## config.mk

```make
export PLATFORM = sky130hd
export DESIGN_NAME = fpga_rst_seq
export DESIGN_NICKNAME = d
export VERILOG_FILES = /design/src/rtl/fpga_rst_pkg.sv /design/src/rtl/fpga_sync_bit.sv /design/src/rtl/fpga_rst_seq.sv
export SDC_FILE = /design/constraint.sdc
export NUM_CORES = 1
export LEC_CHECK = 0
export CAP_MARGIN = 0
export CORE_MARGIN = 2
export CORE_UTILIZATION = 40
export DETAILED_ROUTE_END_ITERATION = 7
export PLACE_DENSITY = 0.61
export SYNTH_ARGS = -nofsm -noshare
export SYNTH_HDL_FRONTEND = slang
export SYNTH_SLANG_ARGS = --single-unit
```

## constraint.sdc

```tcl
create_clock -name fpga_clk_in -period 5 [get_ports fpga_clk_in]
set_input_delay 0.75 -clock fpga_clk_in [delete_from_list [all_inputs] [get_ports fpga_clk_in]]
set_output_delay 0.75 -clock fpga_clk_in [all_outputs]
set_load 0.01 [all_outputs]
```

## src/rtl/fpga_rst_pkg.sv

```systemverilog
`default_nettype none
// +----------------------------------------------------------------------------+
// | fpga_rst_pkg                                                               |
// | Shared encodings and width helper for the FPGA reset sequencer.            |
// | Revision: 1.0                                                              |
// +----------------------------------------------------------------------------+
package fpga_rst_pkg;

  localparam int STATE_W = 2;
  localparam logic [STATE_W-1:0] ST_WAIT_LOCK = 2'd0;
  localparam logic [STATE_W-1:0] ST_STRETCH   = 2'd1;
  localparam logic [STATE_W-1:0] ST_RELEASE   = 2'd2;
  localparam logic [STATE_W-1:0] ST_RUN       = 2'd3;

  localparam logic [1:0] CAUSE_POR  = 2'b00;
  localparam logic [1:0] CAUSE_LOCK = 2'b01;
  localparam logic [1:0] CAUSE_SW   = 2'b10;

  // Bits needed for a counter that must hold values 0..max_val.
  function automatic int cnt_width(input int max_val);
    return (max_val < 2) ? 1 : $clog2(max_val + 1);
  endfunction

endpackage
`default_nettype wire

```

## src/rtl/fpga_sync_bit.sv

```systemverilog
`default_nettype none
// +----------------------------------------------------------------------------+
// | fpga_sync_bit                                                              |
// | Multi-flop single-bit synchroniser with asynchronous active-low clear.     |
// | Revision: 1.0                                                              |
// +----------------------------------------------------------------------------+
module fpga_sync_bit
  import fpga_rst_pkg::*;
#(
  parameter int SYNC_STAGES = 3
) (
  input  logic fpga_clk_in,
  input  logic fpga_rst_in,
  input  logic async_d,
  output logic sync_q
);

  logic [SYNC_STAGES-1:0] r_sync;

  always_ff @(posedge fpga_clk_in or negedge fpga_rst_in) begin
    if (!fpga_rst_in) begin
      r_sync <= '0;
    end else begin
      r_sync <= {r_sync[SYNC_STAGES-2:0], async_d};
    end
  end

  assign sync_q = r_sync[SYNC_STAGES-1];

endmodule
`default_nettype wire

```

## src/rtl/fpga_rst_seq.sv

```systemverilog
`default_nettype none
// +----------------------------------------------------------------------------+
// | fpga_rst_seq                                                               |
// | Lock-filtered, stretched and staged reset release with cause reporting.    |
// | Revision: 1.0                                                              |
// +----------------------------------------------------------------------------+
module fpga_rst_seq
  import fpga_rst_pkg::*;
#(
  parameter int SYNC_STAGES = 3,
  parameter int NUM_RST     = 4,
  parameter int LOCK_FILT   = 8,
  parameter int STRETCH_CYC = 100,
  parameter int STAGE_GAP   = 16,
  parameter int CNT_W       = 8
) (
  input  logic               fpga_clk_in,
  input  logic               fpga_rst_in,
  input  logic               pll_locked_in,
  input  logic               sw_rst_req,
  output logic [NUM_RST-1:0] rst_out_n,
  output logic               sys_ready,
  output logic [1:0]         rst_cause,
  output logic [CNT_W-1:0]   lock_loss_cnt
);

  localparam int FILT_W = cnt_width(LOCK_FILT);
  localparam int STR_W  = cnt_width(STRETCH_CYC - 1);
  localparam int GAP_W  = cnt_width(STAGE_GAP - 1);
  localparam int IDX_W  = cnt_width(NUM_RST - 1);

  localparam logic [FILT_W-1:0] C_FILT_MAX = FILT_W'(LOCK_FILT);
  localparam logic [STR_W-1:0]  C_STR_LAST = STR_W'(STRETCH_CYC - 1);
  localparam logic [GAP_W-1:0]  C_GAP_LAST = GAP_W'(STAGE_GAP - 1);
  localparam logic [IDX_W-1:0]  C_IDX_LAST = IDX_W'(NUM_RST - 1);

  logic w_rst_sync;
  logic w_lock_s;

  logic [STATE_W-1:0] r_state;
  logic [STATE_W-1:0] w_state_nxt;

  logic [FILT_W-1:0]  r_filt_cnt,    w_filt_nxt;
  logic [STR_W-1:0]   r_stretch_cnt, w_stretch_nxt;
  logic [GAP_W-1:0]   r_gap_cnt,     w_gap_nxt;
  logic [IDX_W-1:0]   r_idx,         w_idx_nxt;
  logic [NUM_RST-1:0] r_rst_out_n,   w_rst_out_n_nxt;
  logic               r_sys_ready,   w_sys_ready_nxt;
  logic [1:0]         r_rst_cause,   w_rst_cause_nxt;
  logic [CNT_W-1:0]   r_loss_cnt,    w_loss_cnt_nxt;

  logic w_lock_loss;
  logic w_sw_evt;

  fpga_sync_bit #(.SYNC_STAGES(SYNC_STAGES)) u_rst_sync (
    .fpga_clk_in (fpga_clk_in),
    .fpga_rst_in (fpga_rst_in),
    .async_d     (1'b1),
    .sync_q      (w_rst_sync)
  );

  fpga_sync_bit #(.SYNC_STAGES(SYNC_STAGES)) u_lock_sync (
    .fpga_clk_in (fpga_clk_in),
    .fpga_rst_in (fpga_rst_in),
    .async_d     (pll_locked_in),
    .sync_q      (w_lock_s)
  );

  // Lock loss outranks a coincident software request.
  assign w_lock_loss = w_rst_sync && !w_lock_s && (r_state != ST_WAIT_LOCK);
  assign w_sw_evt    = w_rst_sync && sw_rst_req && !w_lock_loss && (r_state != ST_WAIT_LOCK);

  always_ff @(posedge fpga_clk_in or negedge fpga_rst_in) begin
    if (!fpga_rst_in) begin
      r_state <= ST_WAIT_LOCK;
    end else begin
      r_state <= w_state_nxt;
    end
  end

  always_comb begin
    w_state_nxt = r_state;
    if (w_rst_sync) begin
      case (r_state)
        ST_WAIT_LOCK: begin
          if (w_lock_s && (r_filt_cnt == C_FILT_MAX)) w_state_nxt = ST_STRETCH;
        end
        ST_STRETCH: begin
          if (!w_lock_s)                                      w_state_nxt = ST_WAIT_LOCK;
          else if (!sw_rst_req && (r_stretch_cnt == C_STR_LAST)) w_state_nxt = ST_RELEASE;
        end
        ST_RELEASE: begin
          if (!w_lock_s)                 w_state_nxt = ST_WAIT_LOCK;
          else if (sw_rst_req)           w_state_nxt = ST_STRETCH;
          else if (r_idx == C_IDX_LAST)  w_state_nxt = ST_RUN;
        end
        ST_RUN: begin
          if (!w_lock_s)       w_state_nxt = ST_WAIT_LOCK;
          else if (sw_rst_req) w_state_nxt = ST_STRETCH;
        end
        default: w_state_nxt = ST_WAIT_LOCK;
      endcase
    end
  end

  always_comb begin
    w_filt_nxt      = r_filt_cnt;
    w_stretch_nxt   = r_stretch_cnt;
    w_gap_nxt       = r_gap_cnt;
    w_idx_nxt       = r_idx;
    w_rst_out_n_nxt = r_rst_out_n;
    w_sys_ready_nxt = r_sys_ready;
    w_rst_cause_nxt = r_rst_cause;
    w_loss_cnt_nxt  = r_loss_cnt;
    if (w_lock_loss) begin
      w_rst_out_n_nxt = '0;
      w_sys_ready_nxt = 1'b0;
      w_rst_cause_nxt = CAUSE_LOCK;
      w_filt_nxt      = '0;
      if (r_loss_cnt != {CNT_W{1'b1}}) w_loss_cnt_nxt = r_loss_cnt + CNT_W'(1);
    end else if (w_sw_evt) begin
      w_rst_out_n_nxt = '0;
      w_sys_ready_nxt = 1'b0;
      w_rst_cause_nxt = CAUSE_SW;
      w_stretch_nxt   = '0;
    end else if (w_rst_sync) begin
      case (r_state)
        ST_WAIT_LOCK: begin
          if (!w_lock_s) begin
            w_filt_nxt = '0;
          end else if (r_filt_cnt == C_FILT_MAX) begin
            w_filt_nxt    = '0;
            w_stretch_nxt = '0;
          end else begin
            w_filt_nxt = r_filt_cnt + FILT_W'(1);
          end
        end
        ST_STRETCH: begin
          if (r_stretch_cnt == C_STR_LAST) begin
            w_idx_nxt       = '0;
            w_gap_nxt       = '0;
            w_rst_out_n_nxt = NUM_RST'(1);
          end else begin
            w_stretch_nxt = r_stretch_cnt + STR_W'(1);
          end
        end
        ST_RELEASE: begin
          // Outputs fill as a thermometer: shifting in a 1 releases the next bit.
          if (r_idx == C_IDX_LAST) begin
            w_sys_ready_nxt = 1'b1;
          end else if (r_gap_cnt == C_GAP_LAST) begin
            w_gap_nxt       = '0;
            w_idx_nxt       = r_idx + IDX_W'(1);
            w_rst_out_n_nxt = (r_rst_out_n << 1) | NUM_RST'(1);
          end else begin
            w_gap_nxt = r_gap_cnt + GAP_W'(1);
          end
        end
        default: begin
        end
      endcase
    end
  end

  always_ff @(posedge fpga_clk_in or negedge fpga_rst_in) begin
    if (!fpga_rst_in) begin
      r_filt_cnt    <= '0;
      r_stretch_cnt <= '0;
      r_gap_cnt     <= '0;
      r_idx         <= '0;
      r_rst_out_n   <= '0;
      r_sys_ready   <= 1'b0;
      r_rst_cause   <= CAUSE_POR;
      r_loss_cnt    <= '0;
    end else begin
      r_filt_cnt    <= w_filt_nxt;
      r_stretch_cnt <= w_stretch_nxt;
      r_gap_cnt     <= w_gap_nxt;
      r_idx         <= w_idx_nxt;
      r_rst_out_n   <= w_rst_out_n_nxt;
      r_sys_ready   <= w_sys_ready_nxt;
      r_rst_cause   <= w_rst_cause_nxt;
      r_loss_cnt    <= w_loss_cnt_nxt;
    end
  end

  assign rst_out_n     = r_rst_out_n;
  assign sys_ready     = r_sys_ready;
  assign rst_cause     = r_rst_cause;
  assign lock_loss_cnt = r_loss_cnt;

endmodule
`default_nettype wire

```

# Word level (Yosys, flattened, before mapping)
# Index checks and enable logic that the tools add are counted.
dict set report op_classes {
  n_addsub 5
  n_eq_ne 22
  muxes 43
  n_bitwise 2
  n_reduce_logical 30
}
# operator n
set ops {}
lappend ops {{two-way mux 4 bit} 15}
lappend ops {{two-way mux 7 bit} 5}
lappend ops {{two-way mux 2 bit} 13}
lappend ops {{inequality test 4 bit (second input constant)} 4}
lappend ops {{case mux 4 bit (2 select lines)} 2}
lappend ops {{case mux 7 bit (2 select lines)} 1}
lappend ops {{inequality test 3 bit (second input constant)} 4}
lappend ops {{AND reduction 6 bit} 2}
lappend ops {{nonzero test 2 bit} 6}
lappend ops {{nonzero test 3 bit} 4}
lappend ops {{inequality test 2 bit (second input constant)} 5}
lappend ops {{AND reduction 5 bit} 2}
lappend ops {{adder 4 x 1 -> 4 bit (second input constant)} 2}
lappend ops {{adder 8 x 1 -> 8 bit (second input constant)} 1}
lappend ops {{== test 4 bit (second input constant)} 2}
lappend ops {{inequality test 8 bit (second input constant)} 1}
lappend ops {{case mux 2 bit (4 select lines)} 1}
lappend ops {{adder 7 x 1 -> 7 bit (second input constant)} 1}
lappend ops {{== test 7 bit (second input constant)} 1}
lappend ops {{logical AND 1 bit} 7}
lappend ops {{AND reduction 7 bit} 1}
lappend ops {{== test 2 bit (second input constant)} 3}
lappend ops {{AND reduction 3 bit} 2}
lappend ops {{two-way mux 1 bit} 5}
lappend ops {{other kinds (9)} 12}
dict set report word_totals {
  register_bits 40
  input_bits 4
  elab_cells 113
}

# Logic depth before layout (Yosys ltp)
dict set report logic_depth {
  depth_word 8
  ltp_mapped 7
  depth_no_buf 6
}

# Cells and area by module
# Synthesis repeated with hierarchy kept, for this count alone.
dict set report hier_totals {
  cells_unflattened 214
  area_unflattened_um2 2132.0
}
# mod instances cells_per_inst area_per_inst_um2 seq_area_each_um2
set by_module_without_submodules {}
lappend by_module_without_submodules {fpga_rst_seq 1 208 1981.9 850.8}
lappend by_module_without_submodules {fpga_sync_bit 2 3 75.1 75.1}

# Worst setup path after synthesis
# Ideal clock, no wire load.
dict set report synth_timing {
  kind {input to register}
  startpoint {input sw_rst_req}
  endpoint {register r_gap_cnt[0]}
  arrival_ps 1923
  slack_ps 2952
  cell_stages 4
  cell_sequence {nand2b_4 a221o_1 or3b_4 mux2_4}
}
dict set report synth_between {
  elab_chain_cells 5
}
# item line
set synth_lines {}
lappend synth_lines {{start: declaration} fpga_rst_seq.sv:20} ;# input logic sw_rst_req,
lappend synth_lines {{logical AND 1 bit (3 in series)} fpga_rst_seq.sv:71} ;# assign w_sw_evt = w_rst_sync && sw_rst_req && !w_lock_loss && (r_state != ST_WAIT_LOCK);
lappend synth_lines {{NOT 1 bit (no line)} -}
lappend synth_lines {{AND reduction 6 bit (no line)} -}
lappend synth_lines {{end signal: assignment} fpga_rst_seq.sv:178} ;# r_gap_cnt <= w_gap_nxt;
lappend synth_lines {{end: declaration} fpga_rst_seq.sv:45} ;# logic [GAP_W-1:0] r_gap_cnt, w_gap_nxt;
# No other way between the ends.
# A chain may end at the register's enable or synchronous reset.

# Worst setup path in the final report
# Ends and elaborated chain as after synthesis.

==> run_results.csv <==
group,metric,value,unit
yosys,ys_seq_area_share,47.8,%
job,drv_cap,0,
worst_setup_path,critPathMaxFanout,6,
drt,via_per_inst,5.24,
worst_setup_path,cp.arrival,2.54,ns
clock_network,clock_path_buffers,2,
worst_hold_path,hold-path-cell-count,0,
worst_setup_path,cp-endpoint,"r_gap_cnt[0]$_DFFE_PN0P_",
power,power_switching,429,uW
timing,setup_viol,0,
die,pin_count,19,
outcome,status,"finished, final reports clean",
grt,antenna_found_initial,0,
clock_network,htree_levels,2,
clock_network,cts_resized,0,
worst_setup_path,slowest_stage,"clkdlybuf4s50_1",
worst_setup_path,end_kind,"flip-flop",
timing,slew_headroom,41.5,%
power,vdd_drop_max,0.260,mV
worst_setup_path,rrSetupSlack,2.74,ns
power,powerDensity,491,nW/um^2
layout,drive_gt1_share,7.11,%
power,p_int,770,uW
worst_setup_path,crit_type,"in2reg",
timing,max_freq,423,MHz
power,p_seq_share,41.1,%
place,gp_congestion,0.739,
worst_setup_path,r2r_end,"r_gap_cnt[0]$_DFFE_PN0P_",
yosys,synth_area_leaders,"dfrtp_1 (48%), ha_1 (6.0%), mux2i_1 (3.8%), nand2_1 (3.0%), inv_1 (2.9%)",
layout,n_antenna_cell,0,
yosys,synthDistinctLibCells,51,
worst_setup_path,slowest_delay,0.50,ns
drt,route.vias.total,1545,
drt,ant_nets,0,
worst_hold_path,worstHoldStart,"u_lock_sync.r_sync[0]$_DFF_PN0_",
drt,drc,0,
yosys,synth_cells,203,
yosys,synth_ff_type,"dfrtp_1",
clock_network,post_cts_buffers,0,
yosys,syn_nets,217,
worst_setup_path,timing.rr.start,"r_state[1]$_DFFE_PN0P_",
grt,grt_pass1_vias,1535,
die,die-width,76.4,um
die,die_h,76.4,um
power,clkPwrFrac,21.6,%
timing,setup_slack,2.64,ns
worst_setup_path,cp_cell_sequence,"clkdlybuf4s50_1 -> nand2b_4 -> a221o_1 -> or3b_4 -> mux2_4",
clock_network,cts.sinks,40,
worst_setup_path,crit_required,5.18,ns
drt,finalWirelength,3900,um
timing,worst_pin_slew,0.877,ns
clock_network,cts.clk_slew.worst_paths,0.08,ns
yosys,avgSynthCellArea,10.3,um^2
place,dp_slack,2.32,ns
worst_hold_path,hold_path.class,"reg2reg",
layout,layout.nets,238,
timing,period_minus_slack,2.36,ns
place,numPortBuffers,18,
clock_network,cts_buffers,5,
clock_network,insertion_delay,0.29,ns
yosys,synthArstFlopShare,100,%
yosys,synth_seq_cells,40,
worst_setup_path,r2r_cells,6,
grt,grt_usage,14.8,%
place,dpl-instance-area,2330,um^2
timing,rsz0062_at_grt,"no",
power,p_comb_share,37.3,%
worst_setup_path,crit_start,"sw_rst_req",
clock_network,cts_tree,"yes",
drt,drt-pass1-iter-count,7,
drt,drtIter0Drc,66,
worst_setup_path,start_kind,"primary input",
die,die_area,5830,um^2
yosys,synth_warnings,0,
grt,grt_max_degree,41,
clock_network,ctsRootBufferMaster,"clkbuf_8",
timing,fin_skew,0.00521,ns
layout,area_growth,16.5,%
timing,slew_violations,0,
die,start_util,41.3,%
timing,hold_viol,0,
drt,wire_per_inst,13.2,um
grt,grt_overflow,0,
power,switching_share,35.8,%
yosys,yosys.area.top_type,"dfrtp_1",
yosys,synth_top_area_share,47.8,%
layout,fin_area,2440,um^2
clock_network,ctsHoldBuffers,0,
die,core,5070,um^2
place,dp_hpwl,2740,um
timing,min_period_over_period,47.3,%
timing,setup_tns,0,ns
grt,grt_pass1_wl,7060,um
die,num_rows,26,
yosys,netlist_area,2090,um^2
power,leakagePower,0.00111,uW
yosys,synth_edf_count,0,
==> state kept, by name (all words and copies together) (netlist names) <==
name                flops
u_lock_sync.r_sync      3
rst_out_n               4
u_rst_sync.r_sync       3
r_filt_cnt              4
r_idx                   2
rst_cause               2
r_gap_cnt               4
r_state                 2
sys_ready               1
lock_loss_cnt           8
r_stretch_cnt           7
==> cell families (layout without fill, tap and decap cells) <==
family | after synthesis | count (layout) | share of synthesized area (%)
AND/OR/NAND/NOR | 72 | 72 | 19.5
AO/OA/AOI/OAI | 40 | 40 | 12.9
flip-flops | 40 | 40 | 47.8
buffers and inverters | 20 | 42 | 4.00
multiplexers | 13 | 13 | 6.69
adder cells (fa/ha/maj) | 10 | 10 | 5.97
XOR/XNOR | 7 | 7 | 2.93
other | 1 | 1 | 0.179
==> stage by stage <==
step	power [uW]	hold WS (ns)	util, %	std cells
2_1_floorplan	796	0.331	-	203
3_3_place_gp	944	0.334	46.0	287
3_5_place_dp	950	0.335	46.0	287
4_1_cts	1210	0.352	48.1	295
5_1_grt	1310	0.358	48.1	295
6_report	1200	0.351	48.1	295
==> area by class of cell <==
cell class	instances	area [um^2]
Clock buffer	6	72.6
Clock inverter	2	35.0
Fill cell	503	2630
Inverter	16	60.1
Multi-Input combinational cell	143	1010
Sequential cell	40	1000
Tap cell	70	87.6
Timing Repair Buffer	18	175
==> layer usage <==
metal | share of wire [%] | wire length, um | up-vias | global-route usage, %
li1 | - | - | 764 | -
met1 | 51 | 1990 | 755 | 19.8
met2 | 45 | 1750 | 26 | 23.1
met3 | 4.0 | 156 | 0 | 4.15
met4 | 0 | 0 | 0 | 4.91
met5 | 0 | 0 | - | 0
==> cells in the mapped netlist, types with 4 or more instances <==
cell,n
mux2_2,4
xor2_1,6
nor2_1,9
nand2b_1,7
ha_1,10
a21oi_1,6
inv_1,16
dfrtp_1,40
o31ai_1,4
nor3_1,5
nand3_1,11
mux2i_1,8
nand2_1,17
o21ai_0,9
and3_1,4
==> placed cells by master, fill, tap and decap left out, drive strengths merged, types with 2 or more instances in the layout <==
cell type / instances
nor2: 9
a211o: 2
o22ai: 3
nor2b: 2
nor4b: 2
nand3: 11
mux2: 5
inv: 16
nand2b: 8
ha: 10
dfrtp: 40
mux2i: 8
a21o: 2
o21ai: 10
nor4: 2
nand4b: 2
clkdlybuf4s50: 17
o2bb2ai: 3
clkbuf: 6
xor2: 6
o31ai: 4
nand3b: 2
nand2: 17
and3: 4
a21oi: 6
nor3: 5
==> how the worst min path moves through the flow <==
stage                                           end  slack, ns
floorplan           u_lock_sync.r_sync[1]$_DFF_PN0_       0.33
global placement     u_rst_sync.r_sync[2]$_DFF_PN0_       0.33
detailed placement  u_lock_sync.r_sync[2]$_DFF_PN0_       0.33
CTS                 u_lock_sync.r_sync[2]$_DFF_PN0_       0.35
global route        u_lock_sync.r_sync[1]$_DFF_PN0_       0.36
finish              u_lock_sync.r_sync[1]$_DFF_PN0_       0.35
==> critical path, delay by kind of cell <==
family | cells | cell delay [ns]
buffers and inverters | 1 | 0.50
AND/OR/NAND/NOR | 2 | 0.63
AO/OA/AOI/OAI | 1 | 0.36
multiplexers | 1 | 0.30
==> power by group through the flow <==
stage,registers [uW],clock network (uW),logic [uW]
after floorplan,493,0,302
after global placement,499,0,445
after detailed placement,498,0,452
after CTS,493,268,453
after global routing,509,284,514
final,493,259,447
No activity file was read; power rests on OpenSTA's default activity.
